**src/rtl/fpu_arb_pkg.sv**
```systemverilog
// Shared types and constants for the FPU share arbiter and its round-robin picker.
package fpu_arb_pkg;

    localparam int STATUS_W     = 5;
    localparam int RSP_RESULT_W = 64;
    localparam int RSP_RTAG_W   = 5;

    // Reported on a watchdog expiry: invalid-operation flag only.
    localparam logic [STATUS_W-1:0] TIMEOUT_STATUS = 5'b10000;

    typedef enum logic [1:0] {
        IDLE,
        ISSUE,
        WAIT,
        RESP
    } arb_state_e;

    // WIDTH and RTAG_W of the top must not exceed these field widths.
    typedef struct packed {
        logic [RSP_RESULT_W-1:0] result;
        logic [STATUS_W-1:0]     status;
        logic [RSP_RTAG_W-1:0]   rtag;
    } rsp_t;

endpackage

```
**src/rtl/fpu_rr_picker.sv**
```systemverilog
// Combinational round-robin picker: first asserted valid at or after rr_ptr_i, wrapping.
module fpu_rr_picker
#(
    parameter int NUM_REQ = 2,
    parameter int IDX_W   = 1
)(
    input  logic [NUM_REQ-1:0] valid_i,
    input  logic [IDX_W-1:0]   rr_ptr_i,
    output logic [IDX_W-1:0]   winner_o,
    output logic               found_o
);

    int               idx;
    logic [IDX_W-1:0] idxSel;

    always_comb begin
        winner_o = '0;
        found_o  = 1'b0;
        idx      = 0;
        idxSel   = '0;
        for (int k = 0; k < NUM_REQ; k++) begin
            idx = int'(rr_ptr_i) + k;
            if (idx >= NUM_REQ) begin
                idx = idx - NUM_REQ;
            end
            idxSel = idx[IDX_W-1:0];
            if (!found_o && valid_i[idxSel]) begin
                found_o  = 1'b1;
                winner_o = idxSel;
            end
        end
    end

endmodule

```
**src/rtl/fpu_share_arbiter.sv**
```systemverilog
// Shares one single-operation FPU between NUM_REQ requesters with round-robin grant.
// Define FPU_ARB_TIMEOUT_EN to add the WAIT watchdog and the sticky timeout_o port.
module fpu_share_arbiter
    import fpu_arb_pkg::*;
#(
    parameter int NUM_REQ        = 2,
    parameter int WIDTH          = 64,
    parameter int PAYLOAD_W      = 220,
    parameter int RTAG_W         = 5,
    parameter int TIMEOUT_CYCLES = 255
)(
    input  logic                     clk_i,
    input  logic                     rst_ni,
    input  logic [NUM_REQ-1:0]       req_valid_i,
    output logic [NUM_REQ-1:0]       req_ready_o,
    input  logic [NUM_REQ*PAYLOAD_W-1:0] req_payload_i,
    input  logic [NUM_REQ*RTAG_W-1:0]    req_tag_i,
    output logic [NUM_REQ-1:0]       rsp_valid_o,
    input  logic [NUM_REQ-1:0]       rsp_ready_i,
    output logic [WIDTH-1:0]         rsp_result_o,
    output logic [STATUS_W-1:0]      rsp_status_o,
    output logic [RTAG_W-1:0]        rsp_tag_o,
    output logic                     fpu_valid_o,
    input  logic                     fpu_ready_i,
    output logic [PAYLOAD_W-1:0]     fpu_payload_o,
    output logic                     fpu_tag_o,
    input  logic                     fpu_out_valid_i,
    output logic                     fpu_out_ready_o,
    input  logic [WIDTH-1:0]         fpu_result_i,
    input  logic [STATUS_W-1:0]      fpu_status_i,
    input  logic                     fpu_tag_i,
    output logic                     fpu_flush_o,
    input  logic                     flush_i,
    output logic                     busy_o
`ifdef FPU_ARB_TIMEOUT_EN
    ,
    output logic                     timeout_o
`endif
);

    localparam int IDX_W = (NUM_REQ > 1) ? $clog2(NUM_REQ) : 1;

    arb_state_e             state_q, state_d;
    logic [IDX_W-1:0]       rr_ptr_q, rr_ptr_d;
    logic [IDX_W-1:0]       grant_q, grant_d;
    logic                   seq_q, seq_d;
    logic [PAYLOAD_W-1:0]   payload_q, payload_d;
    rsp_t                   rsp_q, rsp_d;
    logic                   fpu_flush_q, fpu_flush_d;
    logic [IDX_W-1:0]       winner;
    logic                   found;

`ifdef FPU_ARB_TIMEOUT_EN
    localparam int CNT_W = ($clog2(TIMEOUT_CYCLES + 1) > 8) ? $clog2(TIMEOUT_CYCLES + 1) : 8;
    logic [CNT_W-1:0]       cnt_q, cnt_d;
    logic                   timeout_q, timeout_d;
`endif

    fpu_rr_picker #(
        .NUM_REQ (NUM_REQ),
        .IDX_W   (IDX_W)
    ) u_picker (
        .valid_i  (req_valid_i),
        .rr_ptr_i (rr_ptr_q),
        .winner_o (winner),
        .found_o  (found)
    );

    always_ff @(posedge clk_i or negedge rst_ni) begin
        if (!rst_ni) begin
            state_q     <= IDLE;
            rr_ptr_q    <= '0;
            grant_q     <= '0;
            seq_q       <= 1'b0;
            payload_q   <= '0;
            rsp_q       <= '0;
            fpu_flush_q <= 1'b0;
`ifdef FPU_ARB_TIMEOUT_EN
            cnt_q       <= '0;
            timeout_q   <= 1'b0;
`endif
        end else begin
            state_q     <= state_d;
            rr_ptr_q    <= rr_ptr_d;
            grant_q     <= grant_d;
            seq_q       <= seq_d;
            payload_q   <= payload_d;
            rsp_q       <= rsp_d;
            fpu_flush_q <= fpu_flush_d;
`ifdef FPU_ARB_TIMEOUT_EN
            cnt_q       <= cnt_d;
            timeout_q   <= timeout_d;
`endif
        end
    end

    // seq toggles per accepted request and is never rewound, so results of a flushed op mismatch.
    always_comb begin
        state_d     = state_q;
        rr_ptr_d    = rr_ptr_q;
        grant_d     = grant_q;
        seq_d       = seq_q;
        payload_d   = payload_q;
        rsp_d       = rsp_q;
        fpu_flush_d = 1'b0;
`ifdef FPU_ARB_TIMEOUT_EN
        cnt_d       = cnt_q;
        timeout_d   = timeout_q;
`endif
        if (flush_i) begin
            if (state_q != IDLE) begin
                state_d     = IDLE;
                fpu_flush_d = 1'b1;
            end
        end else begin
            case (state_q)
                IDLE: begin
                    if (found) begin
                        grant_d    = winner;
                        payload_d  = req_payload_i[int'(winner)*PAYLOAD_W +: PAYLOAD_W];
                        rsp_d.rtag = RSP_RTAG_W'(req_tag_i[int'(winner)*RTAG_W +: RTAG_W]);
                        seq_d      = ~seq_q;
                        state_d    = ISSUE;
                    end
                end
                ISSUE: begin
                    if (fpu_ready_i) begin
                        state_d = WAIT;
`ifdef FPU_ARB_TIMEOUT_EN
                        cnt_d   = '0;
`endif
                    end
                end
                WAIT: begin
                    if (fpu_out_valid_i && (fpu_tag_i == seq_q)) begin
                        rsp_d.result = RSP_RESULT_W'(fpu_result_i);
                        rsp_d.status = fpu_status_i;
                        state_d      = RESP;
                    end
`ifdef FPU_ARB_TIMEOUT_EN
                    else if (cnt_q == CNT_W'(TIMEOUT_CYCLES - 1)) begin
                        rsp_d.result = '1;
                        rsp_d.status = TIMEOUT_STATUS;
                        timeout_d    = 1'b1;
                        fpu_flush_d  = 1'b1;
                        state_d      = RESP;
                    end else begin
                        cnt_d = cnt_q + 1'b1;
                    end
`endif
                end
                RESP: begin
                    if (rsp_ready_i[grant_q]) begin
                        rr_ptr_d = (grant_q == IDX_W'(NUM_REQ - 1)) ? '0 : grant_q + IDX_W'(1);
                        state_d  = IDLE;
                    end
                end
                default: state_d = IDLE;
            endcase
        end
    end

    always_comb begin
        req_ready_o     = '0;
        rsp_valid_o     = '0;
        fpu_valid_o     = 1'b0;
        fpu_out_ready_o = 1'b0;
        case (state_q)
            IDLE:    if (found && !flush_i) req_ready_o[winner] = 1'b1;
            ISSUE:   fpu_valid_o = 1'b1;
            WAIT:    fpu_out_ready_o = 1'b1;
            RESP:    if (!flush_i) rsp_valid_o[grant_q] = 1'b1;
            default: ;
        endcase
    end

    assign fpu_payload_o = payload_q;
    assign fpu_tag_o     = seq_q;
    assign fpu_flush_o   = fpu_flush_q;
    assign rsp_result_o  = rsp_q.result[WIDTH-1:0];
    assign rsp_status_o  = rsp_q.status;
    assign rsp_tag_o     = rsp_q.rtag[RTAG_W-1:0];
    assign busy_o        = (state_q != IDLE);
`ifdef FPU_ARB_TIMEOUT_EN
    assign timeout_o     = timeout_q;
`endif

endmodule

```
**config.mk**
```make
export PLATFORM = sky130hd
export DESIGN_NAME = fpu_share_arbiter
export DESIGN_NICKNAME = d
export VERILOG_FILES = /design/src/rtl/fpu_arb_pkg.sv /design/src/rtl/fpu_rr_picker.sv /design/src/rtl/fpu_share_arbiter.sv
export SDC_FILE = /design/constraint.sdc
export NUM_CORES = 1
export LEC_CHECK = 0
export BUFFER_PORTS_ARGS = -buffer_cell sky130_fd_sc_hd__buf_4
export CORE_AREA = 2 2 323 325
export CTS_CLUSTER_SIZE = 25
export DETAILED_ROUTE_END_ITERATION = 6
export DIE_AREA = 0 0 325 327
export PLACE_DENSITY = 0.39
export SYNTH_ARGS = -nofsm -noshare
export SYNTH_HDL_FRONTEND = slang
export SYNTH_SLANG_ARGS = --single-unit
```
**constraint.sdc**
```tcl
create_clock -name clk_i -period 2.2 [get_ports clk_i]
set_clock_uncertainty 0.15 [all_clocks]
set_input_delay 0.44 -clock clk_i [delete_from_list [all_inputs] [get_ports clk_i]]
set_output_delay 0.44 -clock clk_i [all_outputs]
set_load 0.01 [all_outputs]
```
==> results.json <==
{
  "rsz0062_at_grt": "yes",
  "cts-root-buf": "clkbuf_16",
  "grtUsageTotal": 0.118,
  "diodes": 0,
  "dr.pass1.iters": 5,
  "worstMarginPinSlew_ps": 666,
  "grt_pass1_vias": 15007,
  "syn2layout_area_growth_pct": 123,
  "setup_viol": 208,
  "fin_crit_sh": 1.09,
  "avgViaCountPerCell": 3.71,
  "antenna_found_initial": 5,
  "clk_latency_ps": 570,
  "crit_path_start_kind": "register",
  "power_uw": 29800,
  "cp_data_required_time_ps": 1610,
  "num_rows": 118,
  "yosysSeqAreaShare": 0.591,
  "layout-drive-gt1-share": 0.495,
  "endpoint": "req_ready_o[0]",
  "cp_max_fo": 2,
  "die_w_um": 325,
  "ys_top_cells_by_area": "dfrtp_1 (59%), a221o_1 (15%), and2_1 (9.1%)",
  "grt_pass1_wl_um": 94700,
  "layout_min_cycle_time_ps": 2390,
  "synth_area_um2": 12700,
  "reg2reg_depth": 10,
  "synthesis.instances": 978,
  "synth_edf_count": 0,
  "post-route-util": 0.275,
  "async_flop_share": 1.00,
  "nNetsFinal": 2877,
  "dieArea_um2": 106000,
  "dp_hpwl_um": 48100,
  "numCtsBuffers": 40,
  "dieHeight_um": 327,
  "drtIter0Drc": 529,
  "ys_types": 30,
  "yosysTopAreaCell": "dfrtp_1",
  "slew_violations": 0,
  "maxSlewHeadroom": 0.556,
  "drv_cap": 0,
  "total_leakage_power_uw": 0.0135,
  "synth_common_cells": "dfrtp_1 (300), and2_1 (185), a221o_1 (184), mux2_2 (69), buf_2 (45)",
  "clkSinkCount": 300,
  "critical_path_class": "reg -> out",
  "core_um2": 103000,
  "antenna_left": 0,
  "r2r_start": "state_q[0]",
  "h-tree-depth": 2,
  "r2r_slack_ps": -170,
  "place_congestion": 0.899,
  "overflow": 0,
  "cts_buffer_depth": 3,
  "synthFlopType": "dfrtp_1",
  "critPathCaptureType": "output pin",
  "wire_per_inst_um": 19.6,
  "routed_wl_um": 73300,
  "min_from": "req_payload_i[401]",
  "drc": 0,
  "max_freq_mhz": 418,
  "ys_ff_latch": 300,
  "hold_viol_final": 0,
  "synth-warning-count": 0,
  "synth_area_per_cell_um2": 13.0,
  "hold_class": "in -> reg",
  "syn-num-nets": 1511,
  "setup_slack_ps": -192,
  "cts_tree": "built",
  "start_util": 0.123,
  "violations": "negative setup slack",
  "crit_start": "state_q[0]",
  "n_fill_cell": 10612,
  "io_pins": 832,
  "synth_most_common_cell": "dfrtp_1",
  "netlist.area_leader.share": 0.591,
  "grt_max_degree": 54,
  "power_density_nw_per_um2": 1050,
  "status": "complete, but fails checks",
  "arrival_ps": 1800,
  "port_buffers": 831,
  "path_clk_slew_ps": 60,
  "ir_drop_mv": 0.552,
  "worstReg2RegEnd": "fpu_payload_o[207]",
  "vias": 13911
}
-- registers in the layout, summed over array words and instances, names as in the netlist --
register	count
fpu_payload_o	220
rsp_result_o	64
rsp_status_o	5
rsp_tag_o	5
state_q	2
fpu_flush_o	1
fpu_tag_o	1
grant_q	1
rr_ptr_q	1
-- cell usage in the layout, fill, tap and decap left out, types with 7 or more instances in the layout --
cell type      count
a221o_1          184
and2_1           155
and2_4            30
buf_12            30
buf_16             7
buf_4            872
buf_6             25
clkbuf_1          12
clkbuf_16         67
clkbuf_8           7
dfrtp_1          300
dlygate4sd3_1    440
mux2_2            69
mux2i_1           43
nand2_1           24
nand2_2           14
o21ai_1           20
o21ai_2           21
-- final cells by class --
cell class | instances | area [um^2] | share of cell area
repair buffers | 1405 | 12800 | 0.450
flip-flops and latches | 300 | 7510 | 0.265
multi-input cells | 593 | 5090 | 0.180
well taps | 1380 | 1730 | 0.0609
clock buffers | 60 | 1170 | 0.0412
clock inverters | 8 | 76.3 | 0.00269
inverters | 4 | 15.0 | 0.000530
-- worst max-delay path, cell delays in order, from the launching register on --
cell      delay, ps
dfrtp_1         390
inv_2            90
ha_4            150
nand2b_4         60
a211oi_4        280
buf_12          160
buf_6            90
-- repair_timing --
item,4_1_cts,5_1_grt
buffers inserted,8,21
setup endpoints to repair,16,230
hold buffers,436,4
endpoints found under the hold margin,292,3
pin swaps,4,34
gates resized for setup,17,171
cloned,3,42
-- worst min path at each step --
| stage | to | slack, ps | cells after the start |
|---|---|---|---|
| after floorplan | fpu_flush_o | -6 | 0 |
| after global placement | rsp_result_o[26] | 310 | 1 |
| after CTS | fpu_payload_o[194] | 1 | 3 |
| final | fpu_payload_o[181] | 30 | 3 |
| after detailed placement | rsp_result_o[26] | 310 | 1 |
| after global routing | fpu_payload_o[183] | -2 | 3 |
-- cell families after synthesis --
family                   Yosys count  share of synthesized area
AO/OA/AOI/OAI                    236                      0.169
multiplexers                     112                     0.0951
XOR/XNOR                           2                    0.00138
AND/OR/NAND/NOR                  239                      0.109
adder cells (fa/ha/maj)            4                    0.00394
buffers and inverters             85                     0.0300
flip-flops                       300                      0.591
-- power breakdown --
part | switching (uW) | internal, uW
combinational | 5920 | 7700
clock | 2600 | 3770
sequential | 1710 | 8080
-- metrics by stage --
step | instance area [um^2] | setup slack [ps] | hold slack, ps | TNS, ps | std cells
floorplan | 12700 | 223 | -5.59 | 0 | 978
global placement | 21100 | -19.8 | 312 | -19.8 | 3171
detailed placement | 21100 | -31.3 | 312 | -31.3 | 3171
CTS | 26900 | -328 | 1.08 | -22570 | 3686
global route | 28300 | -322 | -2.06 | -38790 | 3750
finish | 28300 | -192 | 33.0 | -22220 | 3750
-- routing by layer --
layer	track usage	wire length [um]
met2	0.209	38100
met1	0.134	28100
met3	0.0327	4710
met5	0	24
met4	0.0432	2410
Power figures use the tool's default switching activity.
